<file path="config.mk">
export PLATFORM = sky130hd
export DESIGN_NAME = e1_tx_bd_sched
export DESIGN_NICKNAME = d
export VERILOG_FILES = /design/src/rtl/e1_tx_bd_sched_pkg.sv /design/src/rtl/e1_bd_fifo.sv /design/src/rtl/e1_tx_bd_sched.sv
export SDC_FILE = /design/constraint.sdc
export NUM_CORES = 1
export LEC_CHECK = 0
export ABC_AREA = 1
export CAP_MARGIN = 5
export CORE_MARGIN = 4
export CORE_UTILIZATION = 50
export CTS_CLUSTER_DIAMETER = 50
export DETAILED_ROUTE_END_ITERATION = 8
export GPL_TIMING_DRIVEN = 0
export PLACE_DENSITY_LB_ADDON = 0.08
export SETUP_SLACK_MARGIN = 0.3
export SLEW_MARGIN = 30
export SYNTH_ARGS = -nofsm -noshare
export SYNTH_HDL_FRONTEND = slang
export SYNTH_HIERARCHICAL = 1
export SYNTH_SLANG_ARGS = --single-unit
</file>
<file path="constraint.sdc">
create_clock -name clk -period 2.5 [get_ports clk]
set_clock_uncertainty 0.1 [all_clocks]
set_input_delay 0.5 -clock clk [delete_from_list [all_inputs] [get_ports clk]]
set_output_delay 0.5 -clock clk [all_outputs]
set_load 0.005 [all_outputs]
</file>
<file path="src/rtl/e1_tx_bd_sched_pkg.sv">
// rtl/e1_tx_bd_sched_pkg.sv - shared state encodings and defaults for the E1 TX BD scheduler
package e1_tx_bd_sched_pkg;

    typedef enum logic [1:0] {
        ST_IDLE = 2'd0,
        ST_RUN  = 2'd1,
        ST_STOP = 2'd2
    } sched_state_t;

    localparam int MFW_DEF   = 7;
    localparam int QLOG2_DEF = 2;

endpackage

</file>
<file path="src/rtl/e1_bd_fifo.sv">
// rtl/e1_bd_fifo.sv - synchronous descriptor FIFO, MSB-compare full/empty
module e1_bd_fifo #(
    parameter int W     = 9,
    parameter int QLOG2 = 2
) (
    input  logic         clk,
    input  logic         rst,
    input  logic         push,
    input  logic [W-1:0] din,
    input  logic         pop,
    input  logic         flush,
    output logic         full,
    output logic         empty,
    output logic [W-1:0] head
);

    localparam int DEPTH = 1 << QLOG2;
    localparam logic [QLOG2:0] PTR_ONE = {{QLOG2{1'b0}}, 1'b1};

    logic [W-1:0]   mem [DEPTH];
    logic [QLOG2:0] wp;
    logic [QLOG2:0] rp;

    assign empty = (wp == rp);
    assign full  = (wp[QLOG2] != rp[QLOG2]) && (wp[QLOG2-1:0] == rp[QLOG2-1:0]);
    assign head  = mem[rp[QLOG2-1:0]];

    always_ff @(posedge clk) begin
        if (rst || flush) begin
            wp <= '0;
            rp <= '0;
        end else begin
            if (push) begin
                wp <= wp + PTR_ONE;
            end
            if (pop) begin
                rp <= rp + PTR_ONE;
            end
        end
    end

    // A push on a full queue is only issued with a same-cycle pop, so overwriting the head slot is safe.
    always_ff @(posedge clk) begin
        if (push && !flush) begin
            mem[wp[QLOG2-1:0]] <= din;
        end
    end

endmodule

</file>
<file path="src/rtl/e1_tx_bd_sched.sv">
// rtl/e1_tx_bd_sched.sv - E1 TX buffer-descriptor scheduler: submit/completion queues, boundary start/stop
module e1_tx_bd_sched
    import e1_tx_bd_sched_pkg::*;
#(
    parameter int MFW   = MFW_DEF,
    parameter int QLOG2 = QLOG2_DEF,
    parameter int MCW   = 16
) (
    input  logic           clk,
    input  logic           rst,
    input  logic [MFW-1:0] sub_mf,
    input  logic [1:0]     sub_crc_e,
    input  logic           sub_valid,
    output logic           sub_ready,
    output logic [MFW-1:0] cpl_mf,
    output logic           cpl_valid,
    input  logic           cpl_ack,
    output logic [MFW-1:0] bd_mf,
    output logic [1:0]     bd_crc_e,
    output logic           bd_valid,
    input  logic           bd_mf_start,
    input  logic           bd_done,
    input  logic           bd_miss,
    input  logic           ctrl_run,
    input  logic           ctrl_flush,
    output logic [1:0]     stat_state,
    output logic           stat_active,
    output logic           stat_underrun,
    output logic           stat_cpl_ovf,
    input  logic           stat_clr,
    output logic [MCW-1:0] stat_miss_cnt
);

    sched_state_t   state, state_nxt;
    logic           active;
    logic           sub_full, sub_empty, cpl_full, cpl_empty;
    logic [MFW+1:0] sub_head;
    logic [MFW-1:0] cpl_head;
    logic           do_flush, done_ok, sub_push, cpl_pop, cpl_push, miss_run;

    assign do_flush = ctrl_flush && (state == ST_IDLE) && !active;
    assign done_ok  = bd_done && active;
    assign sub_push = sub_valid && !sub_full && !do_flush;
    assign cpl_pop  = cpl_ack && !cpl_empty;
    assign cpl_push = done_ok && (!cpl_full || cpl_pop);
    assign miss_run = bd_miss && (state == ST_RUN);

    e1_bd_fifo #(.W(MFW + 2), .QLOG2(QLOG2)) u_sub_q (
        .clk   (clk),
        .rst   (rst),
        .push  (sub_push),
        .din   ({sub_mf, sub_crc_e}),
        .pop   (done_ok),
        .flush (do_flush),
        .full  (sub_full),
        .empty (sub_empty),
        .head  (sub_head)
    );

    e1_bd_fifo #(.W(MFW), .QLOG2(QLOG2)) u_cpl_q (
        .clk   (clk),
        .rst   (rst),
        .push  (cpl_push),
        .din   (sub_head[MFW+1:2]),
        .pop   (cpl_pop),
        .flush (1'b0),
        .full  (cpl_full),
        .empty (cpl_empty),
        .head  (cpl_head)
    );

    assign sub_ready   = !sub_full;
    assign cpl_valid   = !cpl_empty;
    assign cpl_mf      = cpl_empty ? '0 : cpl_head;
    assign bd_mf       = sub_empty ? '0 : sub_head[MFW+1:2];
    assign bd_crc_e    = sub_empty ? '0 : sub_head[1:0];
    assign bd_valid    = ((state == ST_RUN) && !sub_empty) || active;
    assign stat_state  = state;
    assign stat_active = active;

    always_ff @(posedge clk) begin
        if (rst) begin
            state <= ST_IDLE;
        end else begin
            state <= state_nxt;
        end
    end

    // STOP retires to IDLE on the same edge that finishes the latched multiframe.
    always_comb begin
        state_nxt = state;
        case (state)
            ST_IDLE: if (ctrl_run) state_nxt = ST_RUN;
            ST_RUN:  if (!ctrl_run) state_nxt = ST_STOP;
            ST_STOP: begin
                if (ctrl_run) begin
                    state_nxt = ST_RUN;
                end else if (!active || done_ok) begin
                    state_nxt = ST_IDLE;
                end
            end
            default: state_nxt = ST_IDLE;
        endcase
    end

    always_ff @(posedge clk) begin
        if (rst) begin
            active <= 1'b0;
        end else if (done_ok) begin
            active <= 1'b0;
        end else if (bd_mf_start && bd_valid) begin
            active <= 1'b1;
        end
    end

    always_ff @(posedge clk) begin
        if (rst || stat_clr) begin
            stat_underrun <= 1'b0;
            stat_cpl_ovf  <= 1'b0;
            stat_miss_cnt <= '0;
        end else begin
            if (miss_run) begin
                stat_underrun <= 1'b1;
                if (stat_miss_cnt != '1) begin
                    stat_miss_cnt <= stat_miss_cnt + MCW'(1);
                end
            end
            if (done_ok && cpl_full && !cpl_ack) begin
                stat_cpl_ovf <= 1'b1;
            end
        end
    end

endmodule

</file>
==> Word level (Yosys, flattened, before mapping) <==
Memories as Yosys holds them, arrays and structs flattened. A register that Yosys moved wholly into a read port is not among the register bits.
Index checks and enable logic that the tools add are counted.
{ "word_totals": {"out_inout_bits": 40, "ram_bits": 64, "inputBits": 19, "ff_bits": 33, "memories": 2} }
{ "memory_table": {"columns": ["name", "words", "width", "rd", "rd_ports_with_merged_regs", "wr", "line", "text"], "rows": [
  ["u_sub_q.mem", 4, 9, 1, 1, 1, "e1_bd_fifo.sv:20", "logic [W-1:0] mem [DEPTH];"],
  ["u_cpl_q.mem", 4, 7, 1, 1, 1, "e1_bd_fifo.sv:20", null]
]} }
{ "op_classes": {"reduce_logical": 31, "n_addsub": 5, "muxes": 16, "n_eq_ne": 12} }
{ "ops": {"columns": ["op", "n"], "rows": [
  ["$mux W2", 9],
  ["$add A16 B1 Y16 const B", 1],
  ["$ne A16 B16 Y1 const B", 1],
  ["$logic_and A1 B1 Y1", 15],
  ["$mux W7", 2],
  ["$add A3 B1 Y3 const B", 4],
  ["$logic_not A1 Y1", 7],
  ["$eq A3 B3 Y1", 2],
  ["$pmux W2 S3", 1],
  ["$logic_or A1 B1 Y1", 5],
  ["$eq A2 B2 Y1", 2],
  ["$mux W1", 4],
  ["$ne A2 B2 Y1 const B", 2],
  ["$ne A3 B3 Y1 const B", 1],
  ["$reduce_and A3 Y1", 1],
  ["$eq A2 B1 Y1 const B", 1],
  ["$eq A2 B2 Y1 const B", 1],
  ["$logic_not A2 Y1", 1],
  ["$ne A1 B1 Y1", 2],
  ["$reduce_and A2 Y1", 1],
  ["$reduce_or A2 Y1", 1]
]} }

==> Logic depth before layout (Yosys ltp) <==
{ "depth": {"depth_word": 8, "ltp_mapped": 12, "depth_no_buf": 11} }

==> Modules after synthesis <==
Netlist, hierarchy kept.
{ "by_module_without_submodules": {"columns": ["module", "seq_area_each_um2", "n_inst", "cells_per_inst", "area_each_um2"], "rows": [
  ["e1_bd_fifo (u_sub_q)", 1241.2, 1, 161, 1865.5],
  ["e1_bd_fifo (u_cpl_q)", 1001.0, 1, 138, 1542.7],
  ["e1_tx_bd_sched", 420.4, 1, 220, 1317.5]
]} }

==> Least setup slack after synthesis <==
OpenSTA, ideal clock, no wires.
{ "synth_timing": {"path_type": "reg2reg", "from": "reg u_cpl_q.wp[0]", "to": "mem u_cpl_q/mem[0][0] (netlist name), enable pin", "path_stages_with_launch": 13, "t_required_ps": 2040, "path_slack_ps": 10, "path_buffers": 1, "arrival_time_ps": 2030, "path_cell_list": "dfxtp_1 -> inv_1 -> nand2_1 -> nand2_1 -> nand2_1 -> nor2_1 -> clkbuf_1 -> nor2_1 -> inv_1 -> a21oi_1 -> inv_1 -> or2_1 -> nor2_1"} }
{ "synth_between": {"elab_chain_len": 7} }
{ "synth_rtl": {"columns": ["item", "line", "text"], "rows": [
  ["start, declared", "e1_bd_fifo.sv:21", "logic [QLOG2:0] wp;"],
  ["start signal, assigned", "e1_bd_fifo.sv:34", "wp <= wp + PTR_ONE;"],
  ["$eq A3 B3 Y1", "e1_bd_fifo.sv:24", "assign empty = (wp == rp);"],
  ["net cpl_empty", "e1_tx_bd_sched.sv:36", "logic sub_full, sub_empty, cpl_full, cpl_empty;"],
  ["$logic_not A1 Y1", "e1_tx_bd_sched.sv:44", "assign cpl_pop = cpl_ack && !cpl_empty;"],
  ["$logic_and A1 B1 Y1", "e1_tx_bd_sched.sv:44", null],
  ["net cpl_pop", "e1_tx_bd_sched.sv:39", "logic do_flush, done_ok, sub_push, cpl_pop, cpl_push, miss_run;"],
  ["$logic_or A1 B1 Y1", "e1_tx_bd_sched.sv:45", "assign cpl_push = done_ok && (!cpl_full || cpl_pop);"],
  ["$logic_and A1 B1 Y1", "e1_tx_bd_sched.sv:45", null],
  ["net cpl_push", "e1_tx_bd_sched.sv:39", null],
  ["$mux W1", "e1_bd_fifo.sv:44", "if (push && !flush) begin"],
  ["$mux W1 (implied by the code)", "e1_bd_fifo.sv:45", "mem[wp[QLOG2-1:0]] <= din;"],
  ["end, declared", "e1_bd_fifo.sv:20", null]
]} }
The timed path passes the listed nets, and every way through them passes these cells.

==> results.txt <==
- Leakage power figure: 2.49 nW
- Max-cap violations in this run came to 0.
- Antenna violations before repair: 0
- Number of clock sinks seen by CTS: 101
- Overall fraction of global-route tracks in use: 20.3%
* DRC viols: 0
* Synth Cell Area: 4730 um^2
- 59 I/O pins were placed.
- The total count of hold-check failures in the final report was 0.
- The worst path meets setup with 249 ps of slack.
* Die X: 105 um
- Highest fanout seen on the critical path: 8
- The number of pins with negative max-slew slack in the final report is 0.
- Share of layout cells above drive strength 1: 27.0%
* Number of buffers added by the clock tree synthesis step: 9
* Max-slew headroom at the worst pin: 57.7%
- Entering global routing, the biggest net connects 21 pins.
* Number of input and output port buffers inserted: 58
* Mean Syn Cell Area: 9.11 um^2
- Worst slack, placed: -334 ps
- DRT antenna net count: 0
- Clk slew on worst S/H paths: 100 ps
* Relative area change from synthesis to final layout: 34.8%
- Core footprint: 9240 um^2
- Across the VDD grid, the largest voltage drop is 0.297 mV.
- Detailed placement HPWL: 7010 um
- The final critical path takes up 90.0% of the cycle.
* Status: completed
- Once the floorplan was initialized, standard cells occupied 51.1% of the core.
- Critical Path Sink Type: primary output
* Cell at the slowest stage of the critical path: sky130_fd_sc_hd__dfxtp_2
- Share of synthesized area occupied by flip-flops and latches: 56.3%
- The path class of the tightest hold or removal check is flop to flop.
- Via count of the first global-routing pass: 3744
* Fillcell total: 718
- Crit path required time: 1900 ps
* CTS tree: done
* Number of core rows: 35
- The congestion estimate from routability-driven global placement came to 0.870.
- For this run the aggregate overflow at the end of global routing stands at 0.
- For this run, the post-layout net count is 674.
* Clock latency reported for the late side of the worst-skew pair: 380 ps
* Number of inserted diodes: 0
- In the final routed layout, each cell accounts on average for 14.5 um.
* Number of unique standard cell types used by synthesis: 31
- Based on the critical path, the design can be clocked at up to 444 MHz.
* Gate Count Post-Synth: 519
- Cells fill 69.0% of the core in the end.
* Level count of the clock H-tree: 3
- Category of the most critical setup path: flop to primary output
- Counting I/O delays and the setup requirement, the final critical path takes 2250 ps.
- Delay of the slowest critical-path stage: 340 ps
- Detailed routing inserted a total of 3854 vias.
- Clock tree synthesis selected as its root buffer the cell sky130_fd_sc_hd__clkbuf_8.
* Critical Path Start Type: flop
* Synthesis Warnings: 6
- The die covers 11100 um^2.
- First-pass detailed-route iteration total: 4
- Routed Wire Length: 11300 um
- CP Buf/Inv Count: 5
- Total of flip-flops plus latches after synthesis: 101
- Broken down by cell family, the worst path's largest delay share belongs to buffers and inverters.
- Setup violations remaining at the end of the flow were counted as 0.
* First-pass GRT wire length: 18100 um
* Areal power density over the cells: 484 nW/um^2
- The clock passes through at most 2 buffers.
- At the worst endpoint, the arrival time is 1650 ps.
- Dividing the detail-routed via count by the number of cells gives 4.95.
- Unrepaired setup endpoints after global routing: yes
- In this run the vertical extent of the chip is 105 um.
- Least-Margin Pin Slew: 634 ps
* Detailed Route Iter0 Violations: 142
- Cells along the critical path: buf_12 > buf_6 > buf_8 > o211ai_1 > nand2_2 > inv_2 > nor2_2 > buf_2
==> cell families (layout without fill, tap and decap cells) <==
| group | count (synthesis) | in the layout | share of synthesized area (%) |
|---|---|---|---|
| flops | 101 | 101 | 56.3 |
| fa+ha+maj | 11 | 11 | 2.91 |
| other cells | 1 | 3 | 0.0794 |
| simple gates | 227 | 228 | 20.2 |
| xor+xnor | 4 | 4 | 0.741 |
| buf+inv | 107 | 234 | 10.1 |
| compound gates | 68 | 68 | 9.66 |
==> cell type report <==
class | count | area, um^2 | share of cell area (%)
Clock buffer | 9 | 124 | 1.94
Tap cell | 129 | 161 | 2.53
Timing Repair Buffer | 110 | 1010 | 15.8
Timing Repair inverter | 1 | 7.51 | 0.118
Multi-Input combinational cell | 314 | 1790 | 28.0
Clock inverter | 7 | 66.3 | 1.04
Buffer | 14 | 179 | 2.81
Sequential cell | 101 | 2690 | 42.2
Inverter | 93 | 352 | 5.52
==> worst register-to-register path: cells and delay by family, from the launching register on <==
family	cells	cell delay, ps
AOI/OAI and AO/OA	1	170
buffers and inverters	6	440
DFF	1	370
and+or+nand+nor	6	790
==> stage by stage <==
step                setup TNS, ps  hold WS (ps)  power [mW]  area [um^2]  cells
finish                          0           386        3.08         6370    778
global route                    0           444        3.21         6370    778
CTS                             0           391        3.07         6120    763
detailed placement         -11950           361        2.01         5510    708
global placement            -9220           354        2.00         5510    708
floorplan                       0           351        1.92         4760    521
==> worst paths after layout <==
check / startpoint / endpoint / slack (ps) / depth (start not counted)
max: flop / bd_mf[3] / 250 / 8
min: stat_underrun$_SDFFE_PP0P_ / stat_underrun$_SDFFE_PP0P_ / 390 / 1
max reg2reg: u_cpl_q/rp[0]$_SDFFE_PP0P_ / u_cpl_q/mem[0][2]$_DFFE_PP_ / 330 / 13
min reg2reg: stat_underrun$_SDFFE_PP0P_ / stat_underrun$_SDFFE_PP0P_ / 390 / 1
==> state kept, by name, summed over array words and instances (netlist names), named ones only <==
name / flops
u_cpl_q/wp: 3
stat_cpl_ovf: 1
u_sub_q/mem: 36
u_sub_q/wp: 3
stat_underrun: 1
stat_active: 1
u_sub_q/rp: 3
u_cpl_q/rp: 3
stat_state: 2
u_cpl_q/mem: 28
stat_miss_cnt: 16
==> synthesized netlist by cell type, drive strengths merged <==
library cell    n  share of area, %
a211oi          1              0.16
a21boi          2              0.32
a21oi          21               2.2
a31oi           1              0.13
buf            12               2.5
clkbuf          2              0.16
conb            1             0.079
dfxtp          37                16
edfxtp         64                41
ha             11               2.9
inv            93               7.4
nand2         110               8.8
nand3          21               2.3
nand4           2              0.58
nor2           90               7.9
nor3            2              0.21
o211ai         33               5.7
o21a            1              0.16
o21ai           8              0.85
o21bai          1              0.16
or2             2              0.26
xnor2           4              0.74
==> routing by layer <==
layer	share of wire (%)	wire [um]	up-vias	GRT usage [%]
met3	4.2	477	21	4.78
met4	2.0	229	0	6.37
met2	50	5690	92	34.7
met1	43	4890	1818	25.5
li1	-	-	1923	-
met5	0	0	-	0
==> power breakdown <==
part	internal [mW]	switching [mW]	total, mW
sequential	1.78	0.00948	1.79
clock	0.395	0.638	1.03
combinational	0.128	0.130	0.257
==> placed cells by master, fill, tap and decap left out, drive strengths merged <==
cell,n
nor2,91
clkinvlp,1
clkbuf,15
dfxtp,37
o21a,1
dlygate4sd2,1
nor3,2
nand3,21
inv,100
nand2,110
xnor2,4
clkdlybuf4s50,39
a21boi,2
a21oi,21
nand4,2
ha,11
o21bai,1
edfxtp,64
or2,2
conb,3
clkdlybuf4s15,2
a211oi,1
o211ai,33
a31oi,1
o21ai,8
buf,76
==> timing repair <==
item	in CTS	in global routing
pin swaps	27	27
setup endpoints to repair	83	86
hold buffers	0	0
gates resized for setup	99	65
setup buffers	35	14
cloned	4	1
No activity file was read; power rests on OpenSTA's default activity.
